### config.mk
export PLATFORM = sky130hd
export DESIGN_NAME = fetch_unit
export DESIGN_NICKNAME = d
export VERILOG_FILES = /design/src/rtl/fetch_unit.sv
export SDC_FILE = /design/constraint.sdc
export NUM_CORES = 1
export LEC_CHECK = 0
export CAP_MARGIN = 20
export CELL_PAD_IN_SITES_DETAIL_PLACEMENT = 0
export CELL_PAD_IN_SITES_GLOBAL_PLACEMENT = 2
export CORE_AREA = 8 8 97 99
export CTS_CLUSTER_DIAMETER = 40
export DETAILED_ROUTE_END_ITERATION = 8
export DIE_AREA = 0 0 105 107
export GPL_TIMING_DRIVEN = 0
export PLACE_DENSITY_LB_ADDON = 0.2
export SYNTH_ARGS = -nofsm -noshare
export SYNTH_HDL_FRONTEND = slang
export SYNTH_SLANG_ARGS = --single-unit
### constraint.sdc
create_clock -name clk -period 1.4 [get_ports clk]
set_input_delay 0.28 -clock clk [delete_from_list [all_inputs] [get_ports clk]]
set_output_delay 0.28 -clock clk [all_outputs]
set_load 0.01 [all_outputs]
### src/rtl/fetch_unit.sv
// Instruction fetch stage: owns the PC and presents one registered instruction to decode over valid/ready.
// Build option FETCH_ALIGN_CHECK_EN: a misaligned redirect target faults instead of being force-aligned.
module fetch_unit #(
   parameter int unsigned I_ADDR_W = 32'd12,
   parameter int unsigned INST_W   = 32'd16,
   parameter int unsigned RESET_PC = 32'd0
) (
   input  logic                clk,
   input  logic                rst_n,
   input  logic                en,
   output logic [I_ADDR_W-1:0] imem_addr,
   input  logic [INST_W-1:0]   imem_instruction,
   input  logic                redirect_valid,
   input  logic [I_ADDR_W-1:0] redirect_target,
   output logic                out_valid,
   input  logic                out_ready,
   output logic [INST_W-1:0]   out_instruction,
   output logic [I_ADDR_W-1:0] out_pc,
   output logic                fault
);

   localparam int unsigned         INST_BYTES = (INST_W + 32'd7) / 32'd8;
   localparam logic [I_ADDR_W-1:0] PC_STEP    = I_ADDR_W'(INST_BYTES);
   localparam logic [I_ADDR_W-1:0] PC_RESET   = I_ADDR_W'(RESET_PC);

`ifdef FETCH_ALIGN_CHECK_EN
   typedef enum logic [0:0] {RUN = 1'b0, FAULT = 1'b1} state_t;
`else
   typedef enum logic [0:0] {RUN = 1'b0} state_t;
`endif

   // Byte offset of an address within its instruction slot.
   function automatic logic [I_ADDR_W-1:0] slot_offset(input logic [I_ADDR_W-1:0] addr);
      slot_offset = addr % PC_STEP;
   endfunction

   state_t              state_r;
   state_t              state_nxt_s;
   logic [I_ADDR_W-1:0] pc_r;
   logic [I_ADDR_W-1:0] pc_nxt_s;
   logic                valid_nxt_s;
   logic [INST_W-1:0]   inst_nxt_s;
   logic [I_ADDR_W-1:0] opc_nxt_s;
   logic [I_ADDR_W-1:0] aligned_target_s;
   logic                accept_s;
   logic                fire_s;

   assign imem_addr        = pc_r;
   assign aligned_target_s = redirect_target - slot_offset(redirect_target);
   assign accept_s         = out_valid & out_ready;
   assign fire_s           = (state_r == RUN) & en & ~redirect_valid & (~out_valid | out_ready);

`ifdef FETCH_ALIGN_CHECK_EN
   logic misaligned_s;
   logic fault_r;

   assign misaligned_s = (slot_offset(redirect_target) != '0);
   assign fault        = fault_r;

   // Sticky fault flag, set on the edge that enters FAULT.
   always_ff @(posedge clk or negedge rst_n) begin
      if (!rst_n) begin
         fault_r <= 1'b0;
      end else begin
         fault_r <= (state_nxt_s == FAULT);
      end
   end
`else
   assign fault = 1'b0;
`endif

   // Next-state logic: redirect beats fetch, fetch beats a plain drain, otherwise hold.
   always_comb begin
      state_nxt_s = state_r;
      pc_nxt_s    = pc_r;
      valid_nxt_s = out_valid;
      inst_nxt_s  = out_instruction;
      opc_nxt_s   = out_pc;
      case (state_r)
         RUN: begin
            if (redirect_valid) begin
               // Flush even if decode also handshakes this cycle.
               valid_nxt_s = 1'b0;
`ifdef FETCH_ALIGN_CHECK_EN
               if (misaligned_s) begin
                  state_nxt_s = FAULT;
               end else begin
                  pc_nxt_s = aligned_target_s;
               end
`else
               pc_nxt_s = aligned_target_s;
`endif
            end else if (fire_s) begin
               inst_nxt_s  = imem_instruction;
               opc_nxt_s   = pc_r;
               valid_nxt_s = 1'b1;
               pc_nxt_s    = pc_r + PC_STEP;
            end else if (accept_s) begin
               valid_nxt_s = 1'b0;
            end else begin
               valid_nxt_s = out_valid;
            end
         end
`ifdef FETCH_ALIGN_CHECK_EN
         FAULT: begin
            valid_nxt_s = 1'b0;
         end
`endif
         default: begin
            state_nxt_s = RUN;
            valid_nxt_s = 1'b0;
         end
      endcase
   end

   // State, PC and output register.
   always_ff @(posedge clk or negedge rst_n) begin
      if (!rst_n) begin
         state_r         <= RUN;
         pc_r            <= PC_RESET;
         out_valid       <= 1'b0;
         out_instruction <= '0;
         out_pc          <= '0;
      end else begin
         state_r         <= state_nxt_s;
         pc_r            <= pc_nxt_s;
         out_valid       <= valid_nxt_s;
         out_instruction <= inst_nxt_s;
         out_pc          <= opc_nxt_s;
      end
   end

endmodule

==> flow_summary.json, run 1 <==
{
  "status": "finished clean",
  "drv_slew": 0,
  "critPathRequiredTime_ns": 1.57,
  "drtIter0Drc": 12,
  "synth_seq_cells": 39,
  "synth.yosys.seq_area_share": 0.558,
  "cts_tree": "yes",
  "numCtsBuffers": 5,
  "dieArea_sq_um": 11200,
  "p_sw_frac": 0.290,
  "dpl_cell_area_sq_um": 2600,
  "internal_power_mw": 2.24,
  "die_h_microns": 107,
  "max_freq_mhz": 716,
  "ys_types": 32,
  "area_growth_pct": 67.1,
  "io_buffer_count": 68,
  "num_vias": 1426,
  "first_global_vias": 1626,
  "fin_crit_sh": 0.998,
  "dp.cells": 315,
  "drive_gt1_frac": 0.316,
  "track_usage": 0.0957,
  "clock_skew_ns": 0.00193,
  "clkPwrFrac": 0.241,
  "setup_viol": 0,
  "preCtsSetupSlack_ns": -0.550,
  "sequentialPowerShare": 0.452,
  "leakagePower_nw": 1.34,
  "start_util": 0.220,
  "worst-slew-pin-transition_ns": 0.574,
  "crit_type": "flop to flop",
  "startpoint_type": "flop",
  "worst_slack_ns": 0.00264,
  "synth-edff-count": 0,
  "cts_max_path_buffers": 2,
  "slew_headroom": 0.618,
  "powerDensity_nw_per_um2": 1080,
  "instances_no_fill": 339,
  "grt_max_degree": 30,
  "clk_latency_ns": 0.28,
  "antenna_found_initial": 0,
  "n_fill_cell": 807,
  "die_w_microns": 105,
  "rows": 33,
  "grt-ovfl-total": 0,
  "synth_ff_type": "dfrtp_1",
  "wire_per_inst_microns": 15.8,
  "synthArstFlopShare": 1.00,
  "maxCapViolations": 0,
  "nNetsFinal": 267,
  "grt_first_pass_wirelength_microns": 8710,
  "diodes": 0,
  "ant_nets": 0,
  "fin_total_pwr_mw": 3.16,
  "rsz0062_at_grt": "true",
  "cts_root_buf": "clkbuf_8",
  "hold_viol_final": 0,
  "crit_fanout": 10,
  "clock-sinks": 39,
  "routabilityCongestion": 0.685,
  "fin_area_sq_um": 2920,
  "via_per_inst": 4.21,
  "period_needed_ns": 1.40,
  "htreeDepth": 2,
  "firstDrtPassIters": 6,
  "hold_class": "input port to flop",
  "wl_microns": 5350,
  "drc_errors": 0,
  "coreArea_sq_um": 7930,
  "critPathArrivalTime_ns": 1.57,
  "io_pins": 75,
  "clkSlewWorstSetupHoldPaths_ns": 0.08,
  "fin_hold_ws_ns": 0.363,
  "switchingPower_mw": 0.916,
  "hpwl_microns": 3740,
  "cp-end-kind": "flop",
  "vdd_drop_max_uv": 510,
  "netlist_area_sq_um": 1750,
  "yosysWarnings": 0,
  "avgSynthCellArea_sq_um": 12.6,
  "combPwrFrac": 0.307,
  "syn_inst": 139
}
==> cell families (layout without fill, tap and decap cells) <==
group                    Yosys count  after routing  synth area share
adder cells (fa/ha/maj)            1              1           0.00716
flip-flops                        39             39             0.558
AND/OR/NAND/NOR                   38             38             0.130
XOR/XNOR                           7              7            0.0351
other                              1              3           0.00215
buffers and inverters             12            105            0.0437
multiplexers                      28             28             0.180
AO/OA/AOI/OAI                     13             13            0.0444
==> critical path, stage by stage, from the launching register on <==
cell	delay (ns)
dfrtp_1	0.41
nand2b_4	0.14
nand2_8	0.07
nor2_8	0.17
buf_12	0.17
mux2_1	0.32
==> per-stage QoR <==
step,TNS (ns),utilization
after floorplan,-1.03,-
after global placement,-59.29,0.327
after detailed placement,-15.17,0.328
after CTS,-2.59,0.365
after global routing,-0.807,0.368
final,0,0.368
==> sequential cells by signal (all words and copies together) (netlist names) <==
name             flops
out_instruction     16
out_pc              11
imem_addr           11
out_valid            1
==> path summary, 6_finish.rpt <==
path / slack, ns / to / start / depth (start not counted)
min in group asynchronous: 0.39 / out_pc[2] / rst_n / 2
worst max-delay path: 0.003 / out_instruction[6] / out_valid / 5
worst min register to register: 0.49 / out_instruction[6] / out_instruction[6] / 1
worst min-delay path: 0.36 / out_valid / en / 3
max in group asynchronous: 0.54 / imem_addr[3] / rst_n / 3
worst max register to register: 0.003 / out_instruction[6] / out_valid / 5
==> what timing repair did <==
action                                  4_1_cts  5_1_grt
pin swaps                                     4        2
setup buffers                                16        1
endpoints found under the setup margin       69       34
resized for setup                            64       25
endpoints found under the hold margin        10        0
hold buffers                                  1        0
gates cloned                                  1        0
==> placed cells by master, fill, tap and decap left out, drive strengths merged <==
| master | n |
|---|---|
| xor2 | 7 |
| o21ai | 9 |
| nand4 | 6 |
| a311o | 1 |
| or4 | 1 |
| buf | 25 |
| o31a | 2 |
| clkinv | 1 |
| and4 | 1 |
| nor2b | 1 |
| mux2i | 1 |
| nand2b | 2 |
| nand3 | 5 |
| clkdlybuf4s50 | 27 |
| and3 | 3 |
| dlygate4sd3 | 1 |
| inv | 2 |
| clkinvlp | 1 |
| ha | 1 |
| clkbuf | 11 |
| and2 | 2 |
| conb | 3 |
| dfrtp | 39 |
| nor4 | 1 |
| nand2 | 13 |
| nor2 | 3 |
| a21oi | 1 |
| mux2 | 27 |
| dlygate4sd2 | 37 |
==> Yosys cell counts, types with 2 or more instances <==
master | count | area, sq um
o31a_1 | 2 | 17.5
xor2_1 | 7 | 61.3
clkbuf_1 | 3 | 11.3
dfrtp_1 | 39 | 976
buf_4 | 4 | 30.0
nand2_1 | 12 | 45.0
mux2_2 | 19 | 214
mux2_1 | 8 | 90.1
and3_1 | 2 | 12.5
o21ai_0 | 9 | 45.0
nand3_1 | 4 | 20.0
nand4_1 | 6 | 37.5
nor2_1 | 2 | 7.51
nand2b_1 | 2 | 12.5
buf_6 | 2 | 22.5
inv_1 | 2 | 7.51
==> power by group through the flow <==
stage | registers [mW] | logic [mW] | clock network [mW]
final | 1.43 | 0.969 | 0.760
after global routing | 1.46 | 1.06 | 0.850
after CTS | 1.42 | 0.928 | 0.801
after detailed placement | 1.46 | 0.907 | 0
after global placement | 1.46 | 0.905 | 0
after floorplan | 1.53 | 0.264 | 0
==> per-layer routing <==
| layer | part of all wire | routed length (microns) | GRT usage |
|---|---|---|---|
| met1 | 0.46 | 2460 | 0.115 |
| met2 | 0.45 | 2410 | 0.153 |
| met3 | 0.089 | 476 | 0.0456 |
| met4 | 0.0013 | 7 | 0.0183 |
| met5 | 0 | 0 | 0 |
==> cell type report <==
cell class / count / area, sq um / share of cell area
plain buffers: 8 / 58.8 / 0.0201
clock buffers: 6 / 72.6 / 0.0249
clock inverters: 2 / 12.5 / 0.00428
inverters: 2 / 7.51 / 0.00257
multi-input cells: 90 / 833 / 0.285
flip-flops and latches: 39 / 982 / 0.336
well taps: 105 / 131 / 0.0450
repair buffers: 87 / 822 / 0.281
Note: power is estimated with default switching activity, not from simulation.
==> run 2, diff against run 1 <==
Settings changed: CORE_AREA 8 8 97 99 to 8 8 91 93, DIE_AREA 0 0 105 107 to 0 0 99 101.
Clock period 1.4 ns to 1.3 ns, I/O delays scaled along.
==> flow_summary.json, run 2 (synthesis results as in run 1) <==
{
  "drive_gt1_frac": 0.358,
  "cts_max_path_buffers": 2,
  "fin_crit_sh": 1.09,
  "crit_slowest_cell": "dfrtp_1",
  "antenna_found_initial": 0,
  "hold_viol_final": 0,
  "htreeDepth": 2,
  "cts_root_buf": "clkbuf_8",
  "violations": "setup timing",
  "numCtsBuffers": 5,
  "max_stage_delay_ns": 0.41,
  "clk_latency_ns": 0.29,
  "wire_per_inst_microns": 16.4,
  "crit_type": "flop to flop",
  "max_freq_mhz": 709,
  "io_pins": 75,
  "crit_path_cell_trace": "nand2b_4 -> nand2_8 -> nor2_8 -> buf_12 -> buf_8 -> mux2_4",
  "final_util": 0.429,
  "status": "finished, violations left",
  "drc_errors": 0,
  "dpl_cell_area_sq_um": 2560,
  "drtIter0Drc": 14,
  "diodes": 0,
  "grt_max_degree": 40,
  "rsz0062_at_grt": "true",
  "worst_slack_ns": -0.111,
  "fin_area_sq_um": 2980,
  "critPathArrivalTime_ns": 1.58,
  "firstDrtPassIters": 4,
  "fin_total_pwr_mw": 3.78,
  "wl_microns": 5290,
  "io_buffer_count": 68,
  "ant_nets": 0,
  "coreArea_sq_um": 6940,
  "die_h_microns": 101,
  "clock-sinks": 39,
  "period_needed_ns": 1.41,
  "drv_slew": 0,
  "fin_hold_ws_ns": 0.0981,
  "nNetsFinal": 273,
  "hpwl_microns": 3550,
  "routabilityCongestion": 0.739,
  "rows": 31,
  "dieArea_sq_um": 10000,
  "die_w_microns": 99,
  "setup_viol": 31,
  "grt_first_pass_wirelength_microns": 8550,
  "powerDensity_nw_per_um2": 1270,
  "final_cell_mix": "dfrtp_1 (34), dlygate4sd2_1 (32), clkdlybuf4s50_1 (27), mux2_4 (24), buf_4 (22)",
  "crit_fanout": 5,
  "track_usage": 0.111,
  "clkSlewWorstSetupHoldPaths_ns": 0.08,
  "cp-end-kind": "flop",
  "cts_tree": "yes",
  "critPathRequiredTime_ns": 1.47,
  "top_register": "out_instruction",
  "via_per_inst": 4.41,
  "startpoint_type": "flop",
  "worst-slew-pin-transition_ns": 0.903,
  "clock_skew_ns": 0.00414,
  "largest_reg_flops": 16,
  "num_vias": 1420,
  "hold_class": "input port to asynchronous set/reset pin",
  "slew_headroom": 0.398,
  "preCtsSetupSlack_ns": -0.683,
  "first_global_vias": 1600,
  "maxCapViolations": 0,
  "leakagePower_nw": 1.38,
  "layout_commonest_cell": "dfrtp_1",
  "vdd_drop_max_uv": 542,
  "area_growth_pct": 70.6,
  "start_util": 0.252,
  "grt-ovfl-total": 0
}
## run 2: cell count changes in the layout (fill, tap and decap cells not counted), moves of 2 or more
cell / delta
clkdlybuf4s15_1: +3
buf_4: +8
dlygate4sd2_1: -5
mux2_2: +2
o21ai_0: -5
o21ai_1: +5
buf_12: -3
bufinv_16: +2
buf_6: +2
## run 2: timing repair
action	in CTS	in global routing
setup endpoints to repair	69	40
pin swaps	5	3
hold buffers	0	0
resized for setup	85	17
buffers inserted	19	5
gates cloned	2	0
## run 2: final timing paths
path | slack, ns | cells past startpoint | startpoint | to
max | -0.11 | 6 | out_valid | out_instruction[14]
min | 0.1 | 1 | rst_n | out_instruction[5]
max reg2reg | -0.11 | 6 | out_valid | out_instruction[14]
min reg2reg | 0.51 | 1 | out_instruction[4] | out_instruction[4]
max in group asynchronous | 0.58 | 1 | rst_n | imem_addr[1]
min in group clk | 0.35 | 3 | en | out_valid
## run 2: cell type report
class	count	area (sq um)
plain buffers	8	53.8
clock buffers	6	72.6
clock inverters	2	60.1
fillers	683	3960
inverters	2	7.51
multi-input cells	90	845
flip-flops and latches	39	982
well taps	82	103
repair buffers	93	858
## run 2: routing by layer
layer	global-route usage	part of all wire	vias up
met5	0	0	-
met4	0.0354	0.0053	0
met3	0.0497	0.082	2
met2	0.175	0.45	56
met1	0.131	0.46	687
li1	-	-	675
## run 2: power breakdown
part / total, mW / switching, mW / internal [mW]
logic: 1.06 / 0.425 / 0.635
registers: 1.54 / 0.122 / 1.41
clock network: 1.18 / 0.416 / 0.767
total: 3.78 / 0.963 / 2.82
## run 2: metrics by stage
| step | std cells | TNS, ns |
|---|---|---|
| after floorplan | 141 | -3.37 |
| after global placement | 291 | -59.13 |
| after detailed placement | 291 | -19.40 |
| after CTS | 320 | -5.10 |
| after global routing | 322 | -3.64 |
| final | 322 | -1.64 |
## run 2: worst max-delay path, delay by kind of cell (launching register included)
family,cells,cell delay (ns)
simple gates,3,0.33
mux,1,0.30
buf+inv,2,0.25
flops,1,0.41
==> run 3, diff against run 2 <==
Settings changed: ABC_CLOCK_PERIOD_IN_PS from default to 1700, CORE_AREA 8 8 91 93 to 8 8 89 91, DIE_AREA 0 0 99 101 to 0 0 97 99, HOLD_SLACK_MARGIN from default to 0.06.
Clock period 1.3 ns to 1.7 ns, I/O delays scaled along.
==> flow_summary.json, run 3 (synthesis results as in run 1) <==
{
  "track_usage": 0.101,
  "r2r.worst_path.cells": 5,
  "rsz0062_at_grt": "false",
  "io_buffer_count": 68,
  "cts_tree": "yes",
  "via_per_inst": 4.44,
  "crit_type": "flop to primary output",
  "layout_commonest_cell": "clkdlybuf4s50_1",
  "wire_per_inst_microns": 15.8,
  "critPathRequiredTime_ns": 1.36,
  "grt_first_pass_wirelength_microns": 7820,
  "slew_headroom": 0.406,
  "antenna_found_initial": 0,
  "drtIter0Drc": 87,
  "fin_area_sq_um": 2700,
  "diodes": 0,
  "ant_nets": 0,
  "cts_max_path_buffers": 2,
  "die_w_microns": 97,
  "reg2reg_to": "imem_addr[11]",
  "crit_slowest_cell": "clkdlybuf4s50_1",
  "fin_crit_sh": 0.969,
  "setup_viol": 0,
  "powerDensity_nw_per_um2": 1040,
  "worst-slew-pin-transition_ns": 0.891,
  "vdd_drop_max_uv": 375,
  "wl_microns": 4730,
  "hpwl_microns": 3560,
  "clock_skew_ns": 0.00529,
  "crit_fanout": 5,
  "largest_reg_flops": 16,
  "period_needed_ns": 1.65,
  "grt_max_degree": 40,
  "die_h_microns": 99,
  "htreeDepth": 2,
  "leakagePower_nw": 1.14,
  "cp_top_family": "buffers and inverters",
  "dieArea_sq_um": 9600,
  "clkSlewWorstSetupHoldPaths_ns": 0.08,
  "drv_slew": 0,
  "hold_viol_final": 0,
  "maxCapViolations": 0,
  "crit_path_cell_trace": "clkdlybuf4s50_1",
  "cp-end-kind": "primary output",
  "area_growth_pct": 54.4,
  "nNetsFinal": 252,
  "startpoint_type": "flop",
  "grt-ovfl-total": 0,
  "dpl_cell_area_sq_um": 2530,
  "drc_errors": 0,
  "first_global_vias": 1518,
  "drive_gt1_frac": 0.201,
  "num_vias": 1329,
  "final_cell_mix": "clkdlybuf4s50_1 (65), dfrtp_1 (36), mux2_2 (19), nand2_1 (12), o21ai_0 (9)",
  "start_util": 0.266,
  "cts_root_buf": "clkbuf_8",
  "fin_total_pwr_mw": 2.81,
  "regToRegStartpoint": "imem_addr[1]",
  "fin_hold_ws_ns": 0.174,
  "clock-sinks": 39,
  "max_freq_mhz": 607,
  "critPathArrivalTime_ns": 1.31,
  "coreArea_sq_um": 6570,
  "io_pins": 75,
  "max_stage_delay_ns": 0.58,
  "critical_path_buf_inv_count": 1,
  "top_register": "out_instruction",
  "firstDrtPassIters": 4,
  "final_util": 0.411,
  "routabilityCongestion": 0.774,
  "rows": 30,
  "status": "finished clean",
  "hold_class": "input port to asynchronous set/reset pin",
  "r2r_slack_ns": 0.11,
  "clk_latency_ns": 0.29,
  "numCtsBuffers": 5
}
[run 3: changes by cell type in the layout (fill, tap and decap cells not counted), sizes merged]
cell / previous run / this run
clkdlybuf4s50: 27 / 65
buf: 34 / 10
clkdlybuf4s15: 3 / 0
dlymetal6s2s: 0 / 2
clkbuf: 11 / 9
dlygate4sd2: 32 / 0
[run 3: metrics by stage]
step / TNS [ns] / setup WS [ns] / cells
after floorplan: 0 / 0.229 / 141
after global placement: -33.17 / -0.673 / 289
after detailed placement: -7.77 / -0.344 / 289
after CTS: 0 / 0.00600 / 299
after global routing: 0 / 0.00693 / 299
final: 0 / 0.0521 / 299
[run 3: metal layers]
layer | routed length (microns) | global-route usage | part of all wire | vias up
li1 | - | - | - | 639
met1 | 2180 | 0.119 | 0.46 | 639
met2 | 2230 | 0.167 | 0.47 | 46
met3 | 257 | 0.0350 | 0.054 | 5
met4 | 55 | 0.0320 | 0.012 | 0
met5 | 0 | 0 | 0 | -
[run 3: worst max-delay path by stage]
stage / depth (start not counted) / startpoint / end
finish: 1 / imem_addr[1] / imem_addr[1]
detailed placement: 7 / out_ready / out_instruction[0]
CTS: 1 / imem_addr[6] / imem_addr[6]
global placement: 1 / rst_n / out_instruction[10]
global route: 7 / out_ready / out_instruction[8]
floorplan: 5 / imem_addr[1] / imem_addr[11]
[run 3: what timing repair did]
action / in CTS / in global routing
endpoints found under the setup margin: 20 / 22
hold buffers: 0 / 0
buffers inserted: 2 / 0
resized for setup: 2 / 6
pin swaps: 1 / 0
[run 3: power breakdown]
part           internal (mW)  switching, mW  total, mW  leakage [nW]
clock network          0.587          0.317      0.904        0.0654
logic                  0.453          0.276      0.729         0.612
registers               1.08          0.102       1.18         0.463
[run 3: area by class of cell]
cell class / instances / area [sq um]
Tap cell: 80 / 100
Clock inverter: 2 / 60.1
Buffer: 10 / 80.1
Fill cell: 634 / 3870
Timing Repair Buffer: 70 / 696
Sequential cell: 39 / 980
Multi-Input combinational cell: 90 / 703
Clock buffer: 6 / 72.6
Inverter: 2 / 7.51
